`config.mk`:
```
export PLATFORM = sky130hd
export DESIGN_NAME = sound_frame_sequencer
export DESIGN_NICKNAME = d
export VERILOG_FILES = /design/src/rtl/sound_frame_sequencer.sv
export SDC_FILE = /design/constraint.sdc
export NUM_CORES = 1
export LEC_CHECK = 0
export BUFFER_PORTS_ARGS = -buffer_cell sky130_fd_sc_hd__clkbuf_2
export CAP_MARGIN = 20
export CORE_ASPECT_RATIO = 0.9
export CORE_MARGIN = 4
export CORE_UTILIZATION = 60
export DETAILED_ROUTE_END_ITERATION = 10
export GPL_TIMING_DRIVEN = 0
export PLACE_DENSITY = 0.83
export SYNTH_ARGS = -nofsm -noshare
export SYNTH_HDL_FRONTEND = slang
export SYNTH_SLANG_ARGS = --single-unit
```
`constraint.sdc`:
```
create_clock -name I_CLK -period 2.8 [get_ports I_CLK]
set_input_delay 0.56 -clock I_CLK [delete_from_list [all_inputs] [get_ports I_CLK]]
set_output_delay 0.56 -clock I_CLK [all_outputs]
set_load 0.01 [all_outputs]
```
`src/rtl/sound_frame_sequencer.sv`:
```
// APU frame sequencer: 512 Hz step divider, length/sweep/envelope tick strobes,
// and per-channel length counters with the NR52 channel-active status bits.
module sound_frame_sequencer #(
    parameter int unsigned DIV_COUNT = 64453
) (
    input  logic       I_CLK,
    input  logic       I_RESET_L,
    input  logic       I_MASTER_EN,
    input  logic [3:0] I_LEN_LOAD,
    input  logic [7:0] I_LEN_DATA,
    input  logic [3:0] I_TRIGGER,
    input  logic [3:0] I_LEN_EN,
    output logic       O_LENGTH_TICK,
    output logic       O_SWEEP_TICK,
    output logic       O_ENV_TICK,
    output logic [2:0] O_STEP,
    output logic [3:0] O_CH_ACTIVE
);
    localparam int unsigned DW = $clog2(DIV_COUNT);
    localparam logic [DW-1:0] DIV_LAST = DW'(DIV_COUNT - 1);

    logic          rst_sync_q;
    logic          run;
    logic          wrap;
    logic [DW-1:0] div_q, div_d;
    logic [2:0]    step_q, step_d;
    logic          len_tick_q, len_tick_d;
    logic          sweep_tick_q, sweep_tick_d;
    logic          env_tick_q, env_tick_d;
    logic [8:0]    len_q [4];
    logic [8:0]    len_d [4];
    logic [3:0]    act_q, act_d;

    // Release is synchronised so the first count lands on the 2nd edge.
    always_ff @(posedge I_CLK or negedge I_RESET_L) begin
        if (!I_RESET_L) begin
            rst_sync_q <= 1'b0;
        end else begin
            rst_sync_q <= 1'b1;
        end
    end

    assign run  = rst_sync_q & I_MASTER_EN;
    assign wrap = run && (div_q == DIV_LAST);

    always_comb begin
        div_d        = '0;
        step_d       = '0;
        len_tick_d   = 1'b0;
        sweep_tick_d = 1'b0;
        env_tick_d   = 1'b0;
        act_d        = '0;
        for (int n = 0; n < 4; n++) begin
            len_d[n] = '0;
        end
        if (run) begin
            div_d        = wrap ? '0 : div_q + DW'(1);
            step_d       = wrap ? step_q + 3'd1 : step_q;
            len_tick_d   = wrap && !step_q[0];
            sweep_tick_d = wrap && (step_q[1:0] == 2'b10);
            env_tick_d   = wrap && (step_q == 3'd7);
            act_d        = act_q;
            for (int n = 0; n < 4; n++) begin
                len_d[n] = len_q[n];
                if (I_LEN_LOAD[n]) begin
                    // Loaded value is non-zero, so a same-cycle trigger never reloads.
                    len_d[n] = (n == 2) ? 9'd256 - {1'b0, I_LEN_DATA}
                                        : 9'd64 - {3'b000, I_LEN_DATA[5:0]};
                    if (I_TRIGGER[n]) begin
                        act_d[n] = 1'b1;
                    end
                end else if (I_TRIGGER[n]) begin
                    act_d[n] = 1'b1;
                    if (len_q[n] == 9'd0) begin
                        len_d[n] = (n == 2) ? 9'd256 : 9'd64;
                    end
                end else if (len_tick_q && I_LEN_EN[n] && (len_q[n] != 9'd0)) begin
                    len_d[n] = len_q[n] - 9'd1;
                    if (len_q[n] == 9'd1) begin
                        act_d[n] = 1'b0;
                    end
                end
            end
        end
    end

    always_ff @(posedge I_CLK or negedge I_RESET_L) begin
        if (!I_RESET_L) begin
            div_q        <= '0;
            step_q       <= '0;
            len_tick_q   <= 1'b0;
            sweep_tick_q <= 1'b0;
            env_tick_q   <= 1'b0;
            act_q        <= '0;
            for (int n = 0; n < 4; n++) begin
                len_q[n] <= '0;
            end
        end else begin
            div_q        <= div_d;
            step_q       <= step_d;
            len_tick_q   <= len_tick_d;
            sweep_tick_q <= sweep_tick_d;
            env_tick_q   <= env_tick_d;
            act_q        <= act_d;
            for (int n = 0; n < 4; n++) begin
                len_q[n] <= len_d[n];
            end
        end
    end

    assign O_LENGTH_TICK = len_tick_q;
    assign O_SWEEP_TICK  = sweep_tick_q;
    assign O_ENV_TICK    = env_tick_q;
    assign O_STEP        = step_q;
    assign O_CH_ACTIVE   = act_q;

endmodule

```
* Word level (Yosys, flattened, before mapping)
Cells that the tools add are included.
Word-level totals: input port bits 23, word-level logic and storage cells 125, output and inout bits 10, flip-flop bits (word level) 63
Operators by class: bitwise operators 1, $add $sub $neg 8, equality and inequality tests 28, reduce and logical (&&, ||, !) cells 29, multiplexer cells 45
Operators by type and width (number):
- 9-bit two-way mux | 16
- 9-bit by 1-bit == test with 1-bit output, second input constant | 4
- 9-bit logical NOT | 4
- 36-bit two-way mux | 1
- 9-bit nonzero test | 4
- 9-bit by 1-bit subtractor with 9-bit output, second input constant | 4
- 16-bit two-way mux | 2
- 4-bit by 3-bit inequality test with 1-bit output, second input constant | 8
- 3-bit by 2-bit inequality test with 1-bit output, second input constant | 8
- 1-bit two-way mux | 23
- 16-bit by 1-bit adder with 16-bit output, second input constant | 1
- 16-bit == test, second input constant | 1
- 1-bit logical AND | 12
- 3-bit inequality test, second input constant | 4
- 3-bit AND reduction | 4
- 9-bit by 8-bit subtractor with 9-bit output, first input constant | 1
- 2-bit AND reduction | 4
- 7-bit by 6-bit subtractor with 8-bit output, first input constant | 1
- 3-bit two-way mux | 2
- 4-bit two-way mux | 1
- 3-bit by 1-bit adder with 3-bit output, second input constant | 1
- 3-bit == test, second input constant | 1
- 2-bit == test, second input constant | 1
- 2-bit by 1-bit inequality test with 1-bit output, second input constant | 1
- 2 further kinds | 2

* Depth between registers and ports, before layout
depth in word-level cells 6, depth in mapped cells 9, gate-level depth less buffers 7

* Worst setup path after synthesis
Ideal clock, no wire load.
path type reg-to-reg, start register len_q[18] (netlist name), end register len_q[25] (netlist name), buffers on the path 2, data arrival time 1809 ps, data required time 2670 ps, setup time 130 ps, stages on the path, launching flop included 10, path slack 860 ps, clock period less this slack 1940 ps, cells stage by stage dfrtp_1 > inv_1 > ha_1 > or4b_1 > buf_2 > nor2_4 > a2111oi_4 > buf_6 > o21ai_1 > o31ai_1
Between the ends: cells in the longest elaborated chain, start to end 5, elaborated cells on any way between the ends 11, those cells by class add/sub (1); eq/ne (2); mux (4); reduce/logical (4)
Ends and longest elaborated chain:
- start, declared | RTL line 30 | logic [8:0] len_q [4];
- start signal, assigned by index | RTL line 106 | len_q[n] <= len_d[n];
- 9-bit by 1-bit subtractor with 9-bit output | RTL line 78 | len_d[n] = len_q[n] - 9'd1;
- 9-bit two-way mux | RTL line 77 | end else if (len_tick_q && I_LEN_EN[n] && (len_q[n] != 9'd0)) begin
- 9-bit two-way mux | RTL line 72 | end else if (I_TRIGGER[n]) begin
- 9-bit two-way mux | RTL line 65 | if (I_LEN_LOAD[n]) begin
- 36-bit two-way mux | RTL line 56 | if (run) begin
Several ways; a longest one is shown, not always the timed one. The select of a mux whose other input is x is not followed. A chain may end at the register's enable or synchronous reset.

* Final worst setup path
start register len_q[0] (netlist name), end register len_q[8] (netlist name)
Same word-level chain as after synthesis.

==> results.md <==
- Drt wl/cell: 16.90 µm
- Pin count of the biggest net entering global routing: 64
- Initial antenna violation count: 0
- Routed met2 length: 4355 µm
- Vias in the first global route: 3,344
- Seq/Total Area, Yosys: 39.72%
- Dominant cells by area after synthesis: dfrtp_1 (40%), ha_1 (4.7%), xor2_1 (4.4%)
- Sink Count: 63
- Io pins: 33
- Die height: 85.16 µm
- Top-count cell post-synth: dfrtp_1
- Flops & latches, synth: 63
- Row Count: 27
- Crit path time final: 2.327 ns
- RSZ-0062 raised after global routing: no
- Die width: 93.73 µm
- F_max: 429.7 MHz
- CP required: 3.00 ns
- Async set or reset register ratio after synthesis: 100.0%
- Clock Latency Late Sink: 0.34 ns
- Clk root buf: clkbuf_8
- Worst Path Max Fanout: 10
- Global route overflow: 0
- Vias per cell: 6.205
- PwrDens: 485.3 nW/µm²
- Util after Layout: 70.53%
- MaxCap Viol Count: 0
- H-tree depth: 3
- Slew HR: 42.34%
- First drt pass iteration count: 5
- DRC viols: 0
- Mapped cell area: 3969 µm²
- ANT cells: 0
- Hold buffer count at CTS: 0
- Die area: 7982 µm²
- Post_cts resized: 0
- Drt total wl: 9584 µm
- CORE AREA: 6284 µm²
- GRT Overall Usage: 25.11%
- Met3 WL: 639 µm
- Global-route wire length before repair: 15,840 µm
- Yosys top cell by area: dfrtp_1
- Fin crit share: 83.12%
- CTS Buf Count: 9
- CP Class: register to register
- Most frequent cells after synthesis: dfrtp_1 (63), nor2_1 (43), nand2_1 (39), inv_1 (24), o21ai_0 (21)
- Leak pwr: 0.001921 µW
- Status: completed
- GP Congestion: 0.9103
- Port Buffer Count: 31
- Main synth FF type: dfrtp_1
- CTS max path bufs: 2
- Layout Skew: 0.006695 ns
- Synth top area share: 39.72%
- Share of layout cells above drive strength 1: 14.17%
- Pins Over Slew Limit: 0
- Hold_ws: 0.3418 ns
- Worst IR drop on VDD: 360.4 µV
- Area growth syn-to-layout: 11.66%
- Initial Utilization: 63.16%
- Metal-1 WL: 4334 µm
- Ys Warns: 0
- Finish-stage setup viols: 0
- Detail Route Antenna Nets: 0
- Setup WS post-layout: 0.4727 ns
- Final Hold Viols: 0
- Post-detail-place hpwl: 6825 µm
- Min-delay worst type: primary input to asynchronous set/reset pin
- Syn Area/Cell: 9.166 µm²
- Slew @ Worst Pin: 0.8648 ns
- Mapped Nets: 471
- Worst setup SP type: register
- Synth cell types: 65
- Top routing layer used: met4
- Syn Inst Count: 433
- Final net count: 513
- Post-CTS Setup Bufs: 0
- Critical Path Sink Type: register
- CTS tree: done
- Critical Path AT: 2.53 ns
- Initial DRC Count: 270
- DR vias: 3,518
- Setup TNS Final: 0 ns
- Clock transition at path regs: 0.07 ns
- Worst slack, placed: 0.4947 ns
- Post-synth EDFFs: 0
[worst max-delay path, cell delays in order, from the launching register on]
cell      delay, ns
dfrtp_1        0.43
inv_1          0.12
ha_1           0.26
nor4b_1        0.46
nand3_1        0.13
nand3_1        0.24
clkbuf_1       0.36
a21boi_0       0.17
[power breakdown]
part           internal (µW)  switching [µW]
clock network            412             381
registers                937            39.9
logic                    149             232
[layout make-up]
cell class / instances / area, µm²
repair buffers: 31 / 157.7
plain buffers: 18 / 88.84
flip-flops and latches: 63 / 1577
well taps: 87 / 108.9
clock buffers: 9 / 123.9
clock inverters: 7 / 72.57
fillers: 504 / 1852
inverters: 24 / 90.09
multi-input cells: 328 / 2213
[worst paths after layout]
kind / start / endpoint / slack, ns / depth (start not counted)
max reg2reg: len_q[0] / len_q[8] / 0.47 / 7
max: len_q[0] / len_q[8] / 0.47 / 7
min in group I_CLK: div_q[0] / div_q[0] / 0.48 / 1
min: I_RESET_L / div_q[10] / 0.34 / 1
min reg2reg: div_q[0] / div_q[0] / 0.48 / 1
max in group asynchronous: I_RESET_L / len_q[18] / 1.90 / 1
[layer usage]
metal | track usage [%] | vias up
met5 | 0 | -
met3 | 4.965 | 23
li1 | - | 1682
met2 | 38.88 | 133
met4 | 10.50 | 0
met1 | 34.45 | 1680
[registers in the layout, indices dropped and copies added, names as in the netlist]
| register | flops |
|---|---|
| O_ENV_TICK | 1 |
| O_LENGTH_TICK | 1 |
| div_q | 16 |
| rst_sync_q | 1 |
| O_SWEEP_TICK | 1 |
| O_CH_ACTIVE | 4 |
| len_q | 36 |
| O_STEP | 3 |
[cell families (layout without fill, tap and decap cells)]
kind of cell	after synthesis	in the layout	synth area share, %
buffers and inverters	42	89	4.508
adder cells (fa/ha/maj)	15	15	4.729
AO/OA/AOI/OAI	107	107	19.48
flip-flops	63	63	39.72
AND/OR/NAND/NOR	175	175	24.81
multiplexers	1	1	0.2522
other	1	1	0.09449
XOR/XNOR	29	29	6.400
[placed cells by master, fill, tap and decap left out, drive strengths merged, types with 5 or more instances in the layout]
| cell type | n |
|---|---|
| and3 | 7 |
| nand3 | 20 |
| o21ai | 23 |
| nor4 | 11 |
| ha | 15 |
| nand2 | 40 |
| a22oi | 8 |
| clkbuf | 53 |
| and2 | 5 |
| a22o | 10 |
| or4 | 5 |
| inv | 25 |
| buf | 5 |
| nor2 | 44 |
| nor3 | 12 |
| xor2 | 20 |
| nand4 | 8 |
| a21oi | 19 |
| xnor2 | 9 |
| nor4b | 7 |
| o31ai | 15 |
| dfrtp | 63 |
[metrics by stage]
step,instance area (µm²),std cells,power [µW]
floorplan,3969,433,1247
global placement,4233,551,1352
detailed placement,4235,551,1367
CTS,4432,567,2159
global route,4432,567,2248
finish,4432,567,2151
Note: power is estimated with default switching activity, not from simulation.
